--- config.mk ---
export PLATFORM = sky130hd
export DESIGN_NAME = rra_requester
export DESIGN_NICKNAME = d
export VERILOG_FILES = /design/src/rtl/rra_requester.sv
export SDC_FILE = /design/constraint.sdc
export NUM_CORES = 1
export LEC_CHECK = 0
export CORE_MARGIN = 8
export CORE_UTILIZATION = 48
export CTS_CLUSTER_SIZE = 8
export DETAILED_ROUTE_END_ITERATION = 12
export PLACE_DENSITY = 0.79
export SLEW_MARGIN = 30
export SYNTH_ARGS = -nofsm -noshare
export SYNTH_HDL_FRONTEND = slang
export SYNTH_SLANG_ARGS = --single-unit
--- constraint.sdc ---
create_clock -name clk -period 2.3 [get_ports clk]
set_clock_uncertainty 0.1 [all_clocks]
set_input_delay 0.46 -clock clk [delete_from_list [all_inputs] [get_ports clk]]
set_output_delay 0.46 -clock clk [all_outputs]
set_load 0.01 [all_outputs]
--- src/rtl/rra_requester.sv ---
// rra_requester: client-side agent for the 4-way round-robin arbiter (rra).
// It accepts a job of job_len beats and raises req. It streams upstream beats
// onto the shared bus only while gnt is high. On grant loss it keeps req high
// and resumes where it stopped. It drops req once the last beat has gone out.
//
// Optional feature: define RRA_REQ_YIELD_EN to enable voluntary yield. After
// QUANTUM granted XFER cycles with beats still pending, req drops for exactly
// one cycle and the job then re-arbitrates. preempt_cnt is not incremented.
//
// Ports:
//   clk          system clock, rising edge
//   rst          asynchronous reset, active low (0 = reset)
//   job_valid    job offered
//   job_len      beats in the offered job (0 completes immediately)
//   job_ready    job accepted when job_valid && job_ready (IDLE only)
//   din_valid    upstream beat available
//   din          upstream beat data
//   din_ready    upstream beat consumed this cycle (combinational)
//   req          registered request to the arbiter
//   gnt          grant from the arbiter
//   bus_valid    registered beat strobe on the shared bus
//   bus_data     registered beat data; holds its value when idle
//   done         one-cycle job-complete pulse
//   preempt_cnt  saturating count of mid-job grant losses
//   err          sticky flag: grant seen while not requesting
module rra_requester #(
    parameter int DATA_W  = 8,
    parameter int LEN_W   = 8,
    parameter int QUANTUM = 10
) (
    input  logic              clk,
    input  logic              rst,
    input  logic              job_valid,
    input  logic [LEN_W-1:0]  job_len,
    output logic              job_ready,
    input  logic              din_valid,
    input  logic [DATA_W-1:0] din,
    output logic              din_ready,
    output logic              req,
    input  logic              gnt,
    output logic              bus_valid,
    output logic [DATA_W-1:0] bus_data,
    output logic              done,
    output logic [7:0]        preempt_cnt,
    output logic              err
);

`ifdef RRA_REQ_YIELD_EN
    typedef enum logic [2:0] {
        S_IDLE, S_WAIT_GNT, S_XFER, S_RELEASE, S_YIELD
    } state_t;
`else
    typedef enum logic [1:0] {
        S_IDLE, S_WAIT_GNT, S_XFER, S_RELEASE
    } state_t;
`endif

    state_t             state, state_nx;
    logic [LEN_W-1:0]   remaining, remaining_nx;
    logic               req_nx;
    logic               done_nx;
    logic [7:0]         preempt_nx;
    logic               was_release;
    logic               beat;
    logic               last_beat;

`ifdef RRA_REQ_YIELD_EN
    localparam int unsigned GCNT_W = (QUANTUM > 1) ? $clog2(QUANTUM + 1) : 1;
    logic [GCNT_W-1:0]  gcnt;
    logic               yield_now;
`endif

    assign din_ready = ((state == S_WAIT_GNT) || (state == S_XFER)) && gnt &&
                       (remaining != '0);
    assign beat      = din_ready && din_valid;
    assign last_beat = beat && (remaining == LEN_W'(1));

`ifdef RRA_REQ_YIELD_EN
    // This cycle is the QUANTUM-th granted XFER cycle. A last beat completes
    // the job instead of yielding.
    assign yield_now = (state == S_XFER) && gnt && !last_beat &&
                       (gcnt == GCNT_W'(QUANTUM - 1));
`endif

    always_comb begin
        state_nx     = state;
        remaining_nx = remaining;
        req_nx       = req;
        done_nx      = 1'b0;
        preempt_nx   = preempt_cnt;
        job_ready    = 1'b0;

        if (beat) begin
            remaining_nx = remaining - 1'b1;
        end

        case (state)
            S_IDLE: begin
                job_ready = 1'b1;
                if (job_valid) begin
                    if (job_len == '0) begin
                        done_nx = 1'b1;
                    end else begin
                        remaining_nx = job_len;
                        req_nx       = 1'b1;
                        state_nx     = S_WAIT_GNT;
                    end
                end
            end
            S_WAIT_GNT: begin
                // The first granted cycle may already carry the final beat of
                // a one-beat remainder.
                if (last_beat) begin
                    req_nx   = 1'b0;
                    done_nx  = 1'b1;
                    state_nx = S_RELEASE;
                end else if (gnt) begin
                    state_nx = S_XFER;
                end
            end
            S_XFER: begin
                if (last_beat) begin
                    req_nx   = 1'b0;
                    done_nx  = 1'b1;
                    state_nx = S_RELEASE;
                end else if (!gnt) begin
                    if (preempt_cnt != 8'hFF) begin
                        preempt_nx = preempt_cnt + 8'd1;
                    end
                    state_nx = S_WAIT_GNT;
`ifdef RRA_REQ_YIELD_EN
                end else if (yield_now) begin
                    req_nx   = 1'b0;
                    state_nx = S_YIELD;
`endif
                end
            end
            S_RELEASE: begin
                state_nx = S_IDLE;
            end
`ifdef RRA_REQ_YIELD_EN
            S_YIELD: begin
                req_nx   = 1'b1;
                state_nx = S_WAIT_GNT;
            end
`endif
            default: begin
                state_nx = S_IDLE;
            end
        endcase
    end

    always_ff @(posedge clk or negedge rst) begin
        if (!rst) begin
            state       <= S_IDLE;
            remaining   <= '0;
            req         <= 1'b0;
            done        <= 1'b0;
            preempt_cnt <= '0;
            bus_valid   <= 1'b0;
            bus_data    <= '0;
            was_release <= 1'b0;
            err         <= 1'b0;
        end else begin
            state       <= state_nx;
            remaining   <= remaining_nx;
            req         <= req_nx;
            done        <= done_nx;
            preempt_cnt <= preempt_nx;
            bus_valid   <= beat;
            if (beat) begin
                bus_data <= din;
            end
            // req is registered, so the arbiter may still grant during
            // RELEASE and the IDLE cycle right after it. That grant is legal.
            was_release <= (state == S_RELEASE);
            if (gnt && (state == S_IDLE) && !was_release) begin
                err <= 1'b1;
            end
        end
    end

`ifdef RRA_REQ_YIELD_EN
    // XFER is only ever entered from WAIT_GNT, so clearing outside XFER
    // restarts the count on every new grant period.
    always_ff @(posedge clk or negedge rst) begin
        if (!rst) begin
            gcnt <= '0;
        end else if (state != S_XFER) begin
            gcnt <= '0;
        end else if (gnt) begin
            gcnt <= gcnt + 1'b1;
        end
    end
`endif

endmodule
After elaboration in Yosys (flattened, before gate mapping):

Index checks and enable logic that the tools add are counted.

* bits of input ports: 21
* word-level logic and storage cells: 59
* register bits after elaboration: 31
* output and inout bits: 22

* reduce and logical (&&, ||, !) cells: 16
* muxes and demuxes: 20
* $add $sub $neg: 2
* bitwise logic cells: 2
* eq/ne operators: 10

Operators with widths (number)
* $mux W8: 4
* $mux W2: 6
* $reduce_and A4 Y1: 3
* $add A8 B1 Y8 const B: 1
* $eq A8 B1 Y1 const B: 1
* $logic_not A8 Y1: 1
* $ne A8 B8 Y1 const B: 1
* $pmux W2 S4: 1
* $reduce_bool A8 Y1: 1
* $sub A8 B1 Y8 const B: 1
* $mux W1: 7
* $logic_and A1 B1 Y1: 6
* $ne A3 B3 Y1 const B: 2
* $eq A2 B2 Y1 const B: 2
* $ne A2 B2 Y1 const B: 2
* $pmux W1 S2: 2
* $eq A2 B1 Y1 const B: 1
* $logic_not A2 Y1: 1
* $ne A2 B1 Y1 const B: 1
* $not A1 Y1: 2
* $reduce_bool A2 Y1: 1
* $reduce_or A2 Y1: 1
* $logic_not A1 Y1: 1
* $logic_or A1 B1 Y1: 1

Longest topological paths before layout:

* depth in word-level cells: 9
* gate-level depth with buffers: 7
* mapped depth without buffers: 6

Worst setup path before layout:

OpenSTA, ideal clock, no wires.

* path kind: reg-to-reg
* from: reg state[0]
* to: reg remaining[3]
* arrival time: 1.861 ns
* data required time: 2.074 ns
* path slack: 0.213 ns
* buffers on the path: 1
* clock period less this slack: 2.087 ns
* setup time: 0.126 ns
* cell stages (with the launch flop): 8
* cells stage by stage: dfrtp_1 > inv_1 > ha_1 > and2_1 > buf_2 > o21ai_1 > and2_1 > a221o_1

* cells in the longest elaborated chain, start to end: 9
* elaborated cells between the ends (all ways): 11
* those cells by class: eq/ne: 2; mux: 4; reduce/logical: 5

RTL lines
* start: declaration: RTL line 58 `state_t state, state_nx;`
* start signal: assignment: RTL line 165 `state <= state_nx;`
* $eq A2 B1 Y1 or $eq A2 B2 Y1 (tied branches): RTL line 73 `assign din_ready = ((state == S_WAIT_GNT) || (state == S_XFER)) && gnt &&`
* $logic_or A1 B1 Y1: RTL line 73
* $logic_and A1 B1 Y1 (2 in a row): RTL line 73
* $logic_and A1 B1 Y1: RTL line 75 `assign beat = din_ready && din_valid;`
* $mux W8: RTL line 93 `if (beat) begin`
* $mux W8: RTL line 101 `if (job_len == '0) begin`
* $mux W8: RTL line 100 `if (job_valid) begin`
* $mux W8 (*): RTL line 97 `case (state)`
* via remaining_nx[3]: RTL line 59 `logic [LEN_W-1:0] remaining, remaining_nx;`
* end signal: assignment: RTL line 166 `remaining <= remaining_nx;`
* end: declaration: RTL line 59

The timed path passes the listed nets; every way through them passes the cells marked *.
A chain may end at the register's enable or synchronous reset.

Worst setup path in the final report:

* from: reg remaining[3]
* to: out din_ready

* cells in the longest elaborated chain, start to end: 2

RTL lines
* $reduce_bool A8 Y1: RTL line 74 `(remaining != '0);`
* $logic_and A1 B1 Y1: RTL line 73
* end: declaration: RTL line 38 `output logic din_ready,`

No other way between the ends.

==> qor.csv <==
metric;value;unit
overflow;0;
ctsHoldBuffers;0;
grt_pass1_wl;7400;µm
io_buffers;42;
cts_made_buffers;5;
core_area;3310;µm²
die_area;5570;µm²
synth_top_flop_cell;dfrtp_1;
yosysTopAreaCell;dfrtp_1;
async_flop_share;100;%
worstSetupPathType;reg2out;
num_antenna_cells;0;
ios;43;
synth_edf_count;0;
worst_slew_pin_slew;0.419;ns
worstPathRequired;1.74;ns
worstSkewPairLatency;0.33;ns
max_freq;451;MHz
layout-drive-gt1-share;23.7;%
vias;1486;
cap_violations;0;
grt_max_degree;32;
synth_seq_area_share;47.0;%
synth_most_common_cell;dfrtp_1;
synth.distinct_cells;45;
dr.pass1.iters;5;
htreeDepth;2;
synth-seq-cells;31;
fin_crit_sh;96.4;%
drt_iter0_markers;96;
nFillCells;244;
outcome;completed;
area_growth;45.7;%
ant_nets;0;
synth_nets;180;
cts_tree;done;
cts_sinks;31;
initial_core_util;49.8;%
ys_top_cells_by_count;dfrtp_1, nand2_1, mux2_2;
peakVddDrop;0.796;mV
yosys.area.top_type_share;47.0;%
synthCells;151;
cts_buffer_depth;2;
die_w;74.6;µm
grtUsageTotal;17.6;%
setup-tns-final;0;ns
root_buffer;clkbuf_4;
p_leak;1.03;nW
routabilityCongestion;0.840;
clk_pin_slew;0.10;ns
wl_per_cell;16.4;µm
min_period;2.22;ns
powerDensity;1120;nW/µm²
drc;0;
crit_fanout;2;
end_kind;primary output;
hold_viol_final;0;
die_y;74.6;µm
antenna_found_initial;0;
fin_nets;252;
fin_util;72.6;%
hpwl;3310;µm
grt_pass1_vias;1597;
via_per_inst;5.50;
slew_headroom;71.8;%
hold_class;reg2reg;
wl;4430;µm
syn_area;1650;µm²
rows;21;
placed_area;2300;µm²
avgSynthCellArea;10.9;µm²
p_total;2.68;mW
yosysWarnings;0;
synth_area_leaders;dfrtp_1, mux2_2, ha_1;
fin_area;2400;µm²
arrival;1.66;ns
critPathLaunchType;flip-flop;
finalMaxSlewViolations;0;
finalSetupViolations;0;
rsz0062_at_grt;true;
## cells by family (layout without fill, tap and decap cells)
logic type / count (synthesis) / in the layout / synth area share (%)
AND/OR/NAND/NOR: 59 / 59 / 21.2
flip-flops: 31 / 31 / 47.0
AO/OA/AOI/OAI: 26 / 26 / 12.7
multiplexers: 12 / 12 / 8.04
buffers and inverters: 10 / 83 / 2.43
adder cells (fa/ha/maj): 8 / 8 / 6.07
XOR/XNOR: 5 / 5 / 2.65
## layer usage
layer  wire length [µm]  GRT usage [%]  up-vias
met2               2220           28.7       41
met3                298           6.13        4
met5                  0              0        -
li1                   -              -      711
met4                 44           6.74        0
met1               1880           20.8      730
## stage by stage
stage	worst slack, ns	instances	hold WS [ns]
5_1_grt	-0.0156	270	0.358
3_5_place_dp	-0.146	259	0.342
2_1_floorplan	0.213	151	0.0644
4_1_cts	0.0543	270	0.353
6_report	0.0833	270	0.341
3_3_place_gp	-0.131	259	0.316
## cells in the final DEF (no fill, tap or decap), types with 2 or more instances in the layout
master,n
a211o_1,2
a21oi_1,3
a221o_1,2
a221oi_1,2
a311oi_1,2
and2_1,3
and3_1,3
buf_4,24
clkbuf_4,5
clkbuf_8,2
clkdlybuf4s50_1,41
dfrtp_1,31
ha_1,6
inv_1,6
inv_2,2
mux2_2,10
mux2i_1,2
nand2_1,14
nand3_1,7
nand4_1,5
nor2_1,6
nor2b_1,3
nor3_1,3
nor4_1,2
nor4b_1,2
o21ai_0,3
or4_1,2
or4_4,2
xnor2_1,4
## final timing paths
check                             start             end  slack [ns]  cells after the start
min in group asynchronous           rst    remaining[5]        0.40                      2
max reg2reg                    state[1]     bus_data[0]        0.32                      6
min reg2reg                 was_release             err        0.34                      1
min                         was_release             err        0.34                      1
max                        remaining[3]       din_ready        0.08                      4
max in group asynchronous           rst  preempt_cnt[2]        1.40                      2
## registers in the layout, indices dropped and copies added, names as in the netlist, 2 cells and up
name / cells
state: 2
preempt_cnt: 8
remaining: 8
bus_data: 8
## repair_timing
action / CTS / global route
resized for setup: 3 / 3
endpoints found under the setup margin: 2 / 2
buffers inserted: 3 / 0
## power breakdown
part,total (mW),switching (mW),internal (mW)
logic,1.40,0.627,0.772
registers,0.907,0.168,0.739
clock network,0.376,0.198,0.179
## worst max-delay path: stages, from the launching register on
cell,delay [ns]
dfrtp_1,0.43
nor4_4,0.30
nand3_1,0.13
and3_1,0.19
dlygate4sd2_1,0.28
## cell type report
type | count | area [µm²] | share of cell area (%)
multi-input cells | 110 | 850 | 35.3
clock buffers | 7 | 65.1 | 2.71
clock inverters | 1 | 7.51 | 0.312
inverters | 8 | 30.0 | 1.25
repair buffers | 67 | 619 | 25.8
well taps | 46 | 57.6 | 2.39
flip-flops and latches | 31 | 776 | 32.3
Power figures use the tool's default switching activity.
